**src/rtl/lc3b_types.sv**
```systemverilog
// -----------------------------------------------------------------------------
// lc3b_types
// Shared type definitions for the LC-3b datapath.
//   mem_state_t : sequencing states of the memory-stage access unit
//   mem_req_t   : one latched MEM-stage request. The flags come first, then the
//                 byte address and the store data.
// The addr/wdata fields are sized for the LC-3b machine word. Users with other
// widths size-cast into and out of the struct.
// -----------------------------------------------------------------------------
package lc3b_types;

    localparam int REQ_ADDR_WIDTH = 16;
    localparam int REQ_DATA_WIDTH = 16;

    typedef enum logic [1:0] {
        IDLE = 2'd0,
        BUSY = 2'd1,
        DONE = 2'd2
    } mem_state_t;

    typedef struct packed {
        logic                      read;
        logic                      write;
        logic                      is_byte;
        logic                      sext;
        logic [REQ_ADDR_WIDTH-1:0] addr;
        logic [REQ_DATA_WIDTH-1:0] wdata;
    } mem_req_t;

endpackage

```
**src/rtl/mem_lane_align.sv**
```systemverilog
// -----------------------------------------------------------------------------
// mem_lane_align
// Purely combinational byte-lane steering for an N-byte-wide data memory.
// The instruction-fetch side also uses it for byte tests.
// Ports:
//   lane       in  byte lane selected by the low address bits
//   is_byte    in  1 = byte access, 0 = full-word access
//   is_write   in  access is a store; this affects only the mask
//   sext       in  byte load: 1 = sign-extend, 0 = zero-extend
//   wdata      in  store data; a byte store uses bits [7:0]
//   rdata      in  raw memory read data
//   store_data out write data with the byte replicated to every lane
//   store_mask out byte-lane write enables
//   load_data  out aligned and extended load result
// -----------------------------------------------------------------------------
module mem_lane_align #(
    parameter  int DATA_WIDTH = 16,
    localparam int LANES      = DATA_WIDTH / 8,
    localparam int LANE_BITS  = $clog2(LANES)
) (
    input  logic [LANE_BITS-1:0]  lane,
    input  logic                  is_byte,
    input  logic                  is_write,
    input  logic                  sext,
    input  logic [DATA_WIDTH-1:0] wdata,
    input  logic [DATA_WIDTH-1:0] rdata,
    output logic [DATA_WIDTH-1:0] store_data,
    output logic [LANES-1:0]      store_mask,
    output logic [DATA_WIDTH-1:0] load_data
);

    logic [7:0] lane_byte;

    // Replicating the byte to all lanes lets the mask alone decide where it
    // lands. Reads and word stores enable every lane.
    always_comb begin
        store_data = is_byte ? {LANES{wdata[7:0]}} : wdata;
        store_mask = '1;
        if (is_byte && is_write) begin
            store_mask       = '0;
            store_mask[lane] = 1'b1;
        end
    end

    // Pick the addressed byte out of the memory word, then extend it to the
    // full register width.
    always_comb begin
        lane_byte = 8'h00;
        for (int i = 0; i < LANES; i++) begin
            if (lane == LANE_BITS'(i)) begin
                lane_byte = rdata[i*8 +: 8];
            end
        end
        load_data = is_byte ? {{(DATA_WIDTH-8){sext & lane_byte[7]}}, lane_byte}
                            : rdata;
    end

endmodule

```
**src/rtl/mem_access_unit.sv**
```systemverilog
// -----------------------------------------------------------------------------
// mem_access_unit
// Memory-stage access unit. It turns a MEM-stage load or store into a
// handshaked data-memory transaction. The request is latched and held stable
// until mem_resp. The unit stalls the pipeline while the access is
// outstanding. Aligned load data is returned one cycle after the response.
//
// Optional feature: define MEM_MISALIGN_TRAP_EN to trap word accesses whose low
// address bits are nonzero. Such an access skips memory and pulses
// misalign_fault. Without the macro, those addresses are silently aligned.
//
// Ports:
//   clk, rst        clock and synchronous active-high reset
//   req_*           MEM-stage request (valid, read, write, byte, sext, addr, wdata)
//   stall_out       freezes pipeline stages up to and including MEM
//   load_valid      one-cycle pulse marking load_data valid
//   load_data       aligned load result (registered)
//   misalign_fault  one-cycle pulse for a trapped misaligned word access
//   mem_read/write  memory strobes
//   mem_address     memory byte address
//   mem_wdata       memory write data
//   mem_wmask       byte-lane write enables
//   mem_rdata       memory read data
//   mem_resp        memory completion pulse
// -----------------------------------------------------------------------------
module mem_access_unit #(
    parameter  int DATA_WIDTH = 16,
    parameter  int ADDR_WIDTH = 16,
    localparam int LANES      = DATA_WIDTH / 8,
    localparam int LANE_BITS  = $clog2(LANES)
) (
    input  logic                  clk,
    input  logic                  rst,
    input  logic                  req_valid,
    input  logic                  req_read,
    input  logic                  req_write,
    input  logic                  req_byte,
    input  logic                  req_sext,
    input  logic [ADDR_WIDTH-1:0] req_addr,
    input  logic [DATA_WIDTH-1:0] req_wdata,
    output logic                  stall_out,
    output logic                  load_valid,
    output logic [DATA_WIDTH-1:0] load_data,
    output logic                  misalign_fault,
    output logic                  mem_read,
    output logic                  mem_write,
    output logic [ADDR_WIDTH-1:0] mem_address,
    output logic [DATA_WIDTH-1:0] mem_wdata,
    output logic [LANES-1:0]      mem_wmask,
    input  logic [DATA_WIDTH-1:0] mem_rdata,
    input  logic                  mem_resp
);

    import lc3b_types::*;

    mem_state_t            state_q;
    mem_state_t            state_d;
    mem_req_t              req_q;
    logic [DATA_WIDTH-1:0] load_data_q;
    logic                  req_ok;
    logic                  accept;
    logic [ADDR_WIDTH-1:0] lat_addr;
    logic [DATA_WIDTH-1:0] lat_wdata;
    logic [DATA_WIDTH-1:0] store_data;
    logic [LANES-1:0]      store_mask;
    logic [DATA_WIDTH-1:0] aligned_load;
    logic                  goto_done;

    // A request counts only when exactly one strobe is set. Both or neither
    // means there is no memory operation.
    assign req_ok = req_valid && (req_read ^ req_write);

`ifdef MEM_MISALIGN_TRAP_EN
    logic misaligned_req;
    logic fault_q;

    assign misaligned_req = !req_byte && (req_addr[LANE_BITS-1:0] != '0);
    assign goto_done      = misaligned_req;
    assign misalign_fault = (state_q == DONE) && fault_q;
    assign load_valid     = (state_q == DONE) && req_q.read && !fault_q;
`else
    assign goto_done      = 1'b0;
    assign misalign_fault = 1'b0;
    assign load_valid     = (state_q == DONE) && req_q.read;
`endif

    // Next state and control outputs. The stall is raised in the accept cycle
    // so the pipeline freezes before the request inputs can change. The
    // strobes come only from the latched request, and only while BUSY.
    always_comb begin
        state_d   = state_q;
        stall_out = 1'b0;
        mem_read  = 1'b0;
        mem_write = 1'b0;
        accept    = 1'b0;
        case (state_q)
            IDLE: begin
                if (req_ok) begin
                    accept    = 1'b1;
                    stall_out = 1'b1;
                    state_d   = goto_done ? DONE : BUSY;
                end
            end
            BUSY: begin
                stall_out = 1'b1;
                mem_read  = req_q.read;
                mem_write = req_q.write;
                if (mem_resp) begin
                    state_d = DONE;
                end
            end
            DONE: begin
                state_d = IDLE;
            end
            default: begin
                state_d = IDLE;
            end
        endcase
    end

    // State register.
    always_ff @(posedge clk) begin
        if (rst) begin
            state_q <= IDLE;
        end else begin
            state_q <= state_d;
        end
    end

    // Request latch and load-data capture. A response is only meaningful in
    // BUSY. A response that arrives after a reset or while idle is dropped.
    always_ff @(posedge clk) begin
        if (rst) begin
            req_q       <= '0;
            load_data_q <= '0;
`ifdef MEM_MISALIGN_TRAP_EN
            fault_q     <= 1'b0;
`endif
        end else begin
            if (accept) begin
                req_q.read    <= req_read;
                req_q.write   <= req_write;
                req_q.is_byte <= req_byte;
                req_q.sext    <= req_sext;
                req_q.addr    <= REQ_ADDR_WIDTH'(req_addr);
                req_q.wdata   <= REQ_DATA_WIDTH'(req_wdata);
`ifdef MEM_MISALIGN_TRAP_EN
                fault_q       <= misaligned_req;
`endif
            end
            if ((state_q == BUSY) && mem_resp && req_q.read) begin
                load_data_q <= aligned_load;
            end
        end
    end

    assign lat_addr  = ADDR_WIDTH'(req_q.addr);
    assign lat_wdata = DATA_WIDTH'(req_q.wdata);

    mem_lane_align #(
        .DATA_WIDTH (DATA_WIDTH)
    ) u_align (
        .lane       (lat_addr[LANE_BITS-1:0]),
        .is_byte    (req_q.is_byte),
        .is_write   (req_q.write),
        .sext       (req_q.sext),
        .wdata      (lat_wdata),
        .rdata      (mem_rdata),
        .store_data (store_data),
        .store_mask (store_mask),
        .load_data  (aligned_load)
    );

    // Word accesses go out on a word boundary. Byte accesses keep the full
    // address so that the memory sees the exact byte.
    assign mem_address = req_q.is_byte ? lat_addr
                                       : {lat_addr[ADDR_WIDTH-1:LANE_BITS], LANE_BITS'(0)};
    assign mem_wdata   = store_data;
    assign mem_wmask   = store_mask;
    assign load_data   = load_data_q;

endmodule

```
**config.mk**
```make
export PLATFORM = sky130hd
export DESIGN_NAME = mem_access_unit
export DESIGN_NICKNAME = d
export VERILOG_FILES = /design/src/rtl/lc3b_types.sv /design/src/rtl/mem_lane_align.sv /design/src/rtl/mem_access_unit.sv
export SDC_FILE = /design/constraint.sdc
export NUM_CORES = 1
export LEC_CHECK = 0
export CAP_MARGIN = 20
export CORE_UTILIZATION = 47
export CTS_CLUSTER_SIZE = 14
export DETAILED_ROUTE_END_ITERATION = 8
export GPL_TIMING_DRIVEN = 0
export PLACE_DENSITY = 0.86
export SYNTH_ARGS = -nofsm -noshare
export SYNTH_HDL_FRONTEND = slang
export SYNTH_SLANG_ARGS = --single-unit
```
**constraint.sdc**
```tcl
create_clock -name clk -period 2.3 [get_ports clk]
set_input_delay 0.46 -clock clk [delete_from_list [all_inputs] [get_ports clk]]
set_output_delay 0.46 -clock clk [all_outputs]
set_load 0.005 [all_outputs]
```
Word level (Yosys, flattened, before mapping)
Cells that the tools add are included.
{"block": "word_totals", "output_inout_bits": 55, "reg_bits": 54, "input_bits": 56}
{"block": "op_classes", "reduce_logical": 8, "eq_ne": 4, "n_mux": 15, "order_cmp": 2, "bitwise_logic": 2}
{"operator": "$mux W16", "n": 2}
{"operator": "$mux W8", "n": 1}
{"operator": "$logic_and A1 B1 Y1", "n": 6}
{"operator": "$mux W1", "n": 6}
{"operator": "$mux W2", "n": 3}
{"operator": "$ne A2 B2 Y1 const B", "n": 2}
{"operator": "$pmux W2 S2", "n": 1}
{"operator": "$eq A2 B1 Y1 const B", "n": 1}
{"operator": "$eq A2 B2 Y1 const B", "n": 1}
{"operator": "$logic_not A2 Y1", "n": 1}
{"operator": "$lt A1 B2 Y1 const B", "n": 1}
{"operator": "$pmux W1 S2", "n": 1}
{"operator": "$reduce_and A2 Y1", "n": 1}
{"operator": "$and A1 B1 Y1", "n": 1}
{"operator": "$demux W1 S1", "n": 1}
{"operator": "$ge A1 B1 Y1 const B", "n": 1}
{"operator": "$xor A1 B1 Y1", "n": 1}

Logic depth before layout (Yosys ltp)
Gate-level depths: netlist of run 1.
{"block": "depth", "depth_word": 5, "mapped_depth": 5, "depth_no_buf": 3}

By module
Synthesis of run 1 repeated with hierarchy kept, for this count alone.
{"block": "hier_totals", "hier_cells": 311, "hier_area_um2": 2857.7}
{"mod": "mem_access_unit", "seq_area_each_um2": 1081.0, "area_each_um2": 2467.4, "n_inst": 1, "cells_each": 262}
{"mod": "mem_lane_align", "seq_area_each_um2": 0.0, "area_each_um2": 390.4, "n_inst": 1, "cells_each": 49}

Worst setup path before layout of run 1
Ideal clock, no wire load.
{"block": "synth_timing", "kind": "input-to-output", "from": "input req_write", "to": "output stall_out", "n_path_buf": 1, "path_slack_ns": 0.625, "t_arrival_ns": 1.215, "stages": 4, "t_required_ns": 1.840, "cell_sequence": "xor2_1 > and3_4 > buf_12 > or2_2"}
{"block": "synth_via", "elab_chain_len": 4}
{"item": "start, declared", "line": "mem_access_unit.sv:36", "text": "input logic req_write,"}
{"item": "$xor A1 B1 Y1", "line": "mem_access_unit.sv:71", "text": "assign req_ok = req_valid && (req_read ^ req_write);"}
{"item": "$logic_and A1 B1 Y1", "line": "mem_access_unit.sv:71"}
{"item": "$mux W1", "line": "mem_access_unit.sv:98", "text": "if (req_ok) begin"}
{"item": "$pmux W1 S2", "line": "mem_access_unit.sv:96", "text": "case (state_q)"}
{"item": "end, declared", "line": "mem_access_unit.sv:41", "text": "output logic stall_out,"}
No other way between the ends.

Worst setup path after layout of run 1
{"block": "layout_timing", "from": "input req_read", "to": "output stall_out"}
{"block": "layout_via", "elab_chain_len": 4}
{"item": "start, declared", "line": "mem_access_unit.sv:35", "text": "input logic req_read,"}
{"item": "$xor A1 B1 Y1", "line": "mem_access_unit.sv:71"}
{"item": "$logic_and A1 B1 Y1", "line": "mem_access_unit.sv:71"}
{"item": "$mux W1", "line": "mem_access_unit.sv:98"}
{"item": "$pmux W1 S2", "line": "mem_access_unit.sv:96"}
No other way between the ends.

==> run metrics, run 1 <==
Synth Area in Adders=0%; worst path buffer plus inverter count=3; total grt overflow=0; status=completed; setup bufs post-CTS=0; Net count, final=about 470; min Tclk post-route=2.25 ns; CTS clk-pin slew, worst paths=around 0.080 ns; Tot Pwr=0.00199 W; mapped cell area=2820 um^2; register bit total from synthesis=54; sw frac=23.9%; simple-gate share of the synthesized area=between 20% and 30%; Layout area overhead=45.0%; most frequent cells in the layout=clkdlybuf4s50_1, nand2b_1, dfxtp_1; Clock Sinks=54; Crit path largest cell delay=0.29 ns; multiplexer share of the synthesized area=between 10% and 20%; cell mode on critical path=dlygate4sd2_1; Psw=about 0.00047 W; number of buffers inserted during clock tree synthesis=5; Pre-Repair DR Iteration Count=4; worst vdd ir=253 uV; fillers=437; Ant. Diodes=0; Synthesis Warnings=0; WP data arrival=1.79 ns; worst slack at placement=-0.347 ns; highest clock rate=445 MHz; commonest non-fill, non-tap cell in the layout=clkdlybuf4s50_1; Seq/Total Area, Yosys=38.4%; Critical Path Sink Type=primary output; Port Buffers=108; Leakage Power=~1.6 nW; Worst Hold Class=reg2reg; clk_skew=approximately 0.0074 ns; DRC=0; vias=2,356; Critical-path top delay cell=or2_2; Cell Chain, Critical Path=dlygate4sd2_1, xor2_1, and3_4, buf_12, or2_2, dlygate4sd2_1; xor/xnor cell area share of the yosys netlist=0.311%; die area=approximately 6300 um^2; pwr dens=487 nW/um^2; largest family of logic cells by synthesized area=simple AND/OR/NAND/NOR gates; Sequential Power Share=50.8%; max_cap viols=0; Initial Utilization=49.9%; # hold bufs at CTS=0; Combinational Power Share=23.1%; Ports=111; Core Util, Final=72.4%; layout cells sized above 1=roughly 14%; initial DRC count=68; kind of critical path=in2out; worst-margin pin slew=0.542 ns; Cells after Synth=between 200 and 300; Die Wd=slightly below 80 um; crit-path max FO=8; Clock power frac=26.1%; Worst Slack Setup Final=0.0506 ns; RSZ-0062 raised after global routing=false; core footprint=5640 um^2; CTS tree=built; Tcrit/Tclk final=between 90% and 100%; Clock Tree Buf Depth=2; relative slew slack=between 60% and 70%; # setup viols final=0; hpwl dp=about 5000 um; CTS H-tree depth=2; Clock Latency Late Sink=0.30 ns; critical path's top delay family=buffers and inverters; first-pass GRT wire length=10,700 um; row count=27; Die Y=79.4 um; max-slew violation count=0; initial antenna violation count=0; Compound-Gate Fraction of Synth Area=7.42%; Total Wirelength=6590 um; largest net degree at the start of global routing=15; GRT Util Overall=21.7%; Syn Area/Cell=9.55 um^2; vias per std cell=4.90; final hold violation count=0; syn_nets=~350; Netlist cell types=33; Pint=0.00151 W; Critical Path Source Type=input port; antenna violation net count after detailed routing=0; Placer Congestion=about 0.81; Worst Path Required=1.84 ns; Routed wire per std cell=13.7 um; vias in the first global route=2,343; CTS Root Buffer Type=clkbuf_8
cells by family (layout without fill, tap and decap cells):
family | count (synthesis) | after routing
XOR/XNOR | 1 | 1
AND/OR/NAND/NOR | 126 | 126
other | 1 | 1
multiplexers | 43 | 43
flip-flops | 54 | 54
AO/OA/AOI/OAI | 23 | 23
buffers and inverters | 47 | 161
cell usage after synthesis:
| cell | n | area share, % |
|---|---|---|
| a31oi_1 | 1 | 0.22 |
| mux2i_1 | 35 | 12 |
| and4b_1 | 1 | 0.36 |
| buf_2 | 4 | 0.71 |
| nor2_1 | 17 | 2.3 |
| inv_1 | 2 | 0.27 |
| a21oi_1 | 2 | 0.36 |
| dfxtp_1 | 54 | 38 |
| a311oi_1 | 4 | 1.2 |
| a31o_2 | 1 | 0.31 |
| xor2_1 | 1 | 0.31 |
| and2_1 | 2 | 0.44 |
| a211oi_1 | 8 | 2.1 |
| conb_1 | 1 | 0.13 |
| and3_4 | 1 | 0.40 |
| nor2b_1 | 1 | 0.22 |
| nand3b_1 | 1 | 0.27 |
| nand2_1 | 12 | 1.6 |
| and3b_1 | 1 | 0.31 |
| buf_12 | 4 | 2.8 |
| buf_6 | 2 | 0.80 |
| o21a_4 | 1 | 0.53 |
| nor4b_1 | 1 | 0.31 |
| clkbuf_1 | 10 | 1.3 |
| nand2b_1 | 78 | 17 |
| a311oi_2 | 4 | 2.1 |
| nand3_1 | 9 | 1.6 |
| nor2_2 | 1 | 0.22 |
| buf_4 | 25 | 6.7 |
| mux2_2 | 8 | 3.2 |
| o21ai_0 | 1 | 0.18 |
| o32ai_1 | 1 | 0.31 |
| or2_2 | 1 | 0.22 |
final timing paths:
check	start	to	slack (ns)	depth (start not counted)
min	lat_addr[2]	lat_addr[2]	0.48	2
max	req_read	stall_out	0.05	6
min reg2reg	lat_addr[2]	lat_addr[2]	0.48	2
max reg2reg	req_q[35]	load_data[12]	0.98	5
state kept, by name (all words and copies together) (netlist names):
signal,cells
lat_addr,16
lat_wdata,16
load_data,16
req_q,4
state_q,2
layer usage:
metal	routed length, um	global-route usage, %	vias to the layer above
li1	-	-	1185
met1	2840	24.9	1079
met2	3260	38.8	84
met3	408	6.51	8
met4	78	6.00	0
met5	0	0	-
power by group through the flow:
stage                     Sequential [W]  Combinational, W  Clock, W
after detailed placement         0.00103          0.000460         0
after floorplan                  0.00102          0.000241         0
after global placement           0.00103          0.000454         0
after CTS                        0.00101          0.000462  0.000535
final                            0.00101          0.000459  0.000519
after global routing             0.00102          0.000495  0.000569
tightest hold or removal path, cell delays in order, from the launching register on:
cell and delay, ns:
dfxtp_1 0.32, nand2b_1 0.06, mux2i_1 0.06
final cells by class:
cell class                 instances  area [um^2]  area share (%)
buffer                            45          367            8.97
inverter                           2         7.51           0.184
multi-input combinational        194         1380            33.8
timing repair buffer             108         1080            26.3
tap                               72         90.1            2.21
clock buffer                       6         82.6            2.02
sequential                        54         1080            26.5
through the flow:
stage	TNS (ns)	instance area, um^2	instances	hold WS, ns
2_1_floorplan	0	2820	295	0.446
3_3_place_gp	-0.324	3990	475	0.457
3_5_place_dp	-0.347	3990	475	0.469
4_1_cts	0	4080	481	0.482
5_1_grt	0	4090	481	0.500
6_report	0	4090	481	0.478
repair_timing:
| item | CTS | global route |
|---|---|---|
| pin swaps | 0 | 0 |
| endpoints found under the setup margin | 9 | 8 |
| gates resized for setup | 7 | 4 |
(Power assumes the default switching activity.)
==> inputs of run 2 (changes only) <==
--- a/config.mk
+++ b/config.mk
@@ -5,9 +5,8 @@
 export SDC_FILE = /design/constraint.sdc
 export NUM_CORES = 1
 export LEC_CHECK = 0
-export CAP_MARGIN = 20
+export CAP_MARGIN = 0
 export CORE_UTILIZATION = 47
-export CTS_CLUSTER_SIZE = 14
 export DETAILED_ROUTE_END_ITERATION = 8
 export GPL_TIMING_DRIVEN = 0
 export PLACE_DENSITY = 0.86
==> results of run 2 <==
The final DEF is identical to that of run 1; final timing and power are the same.
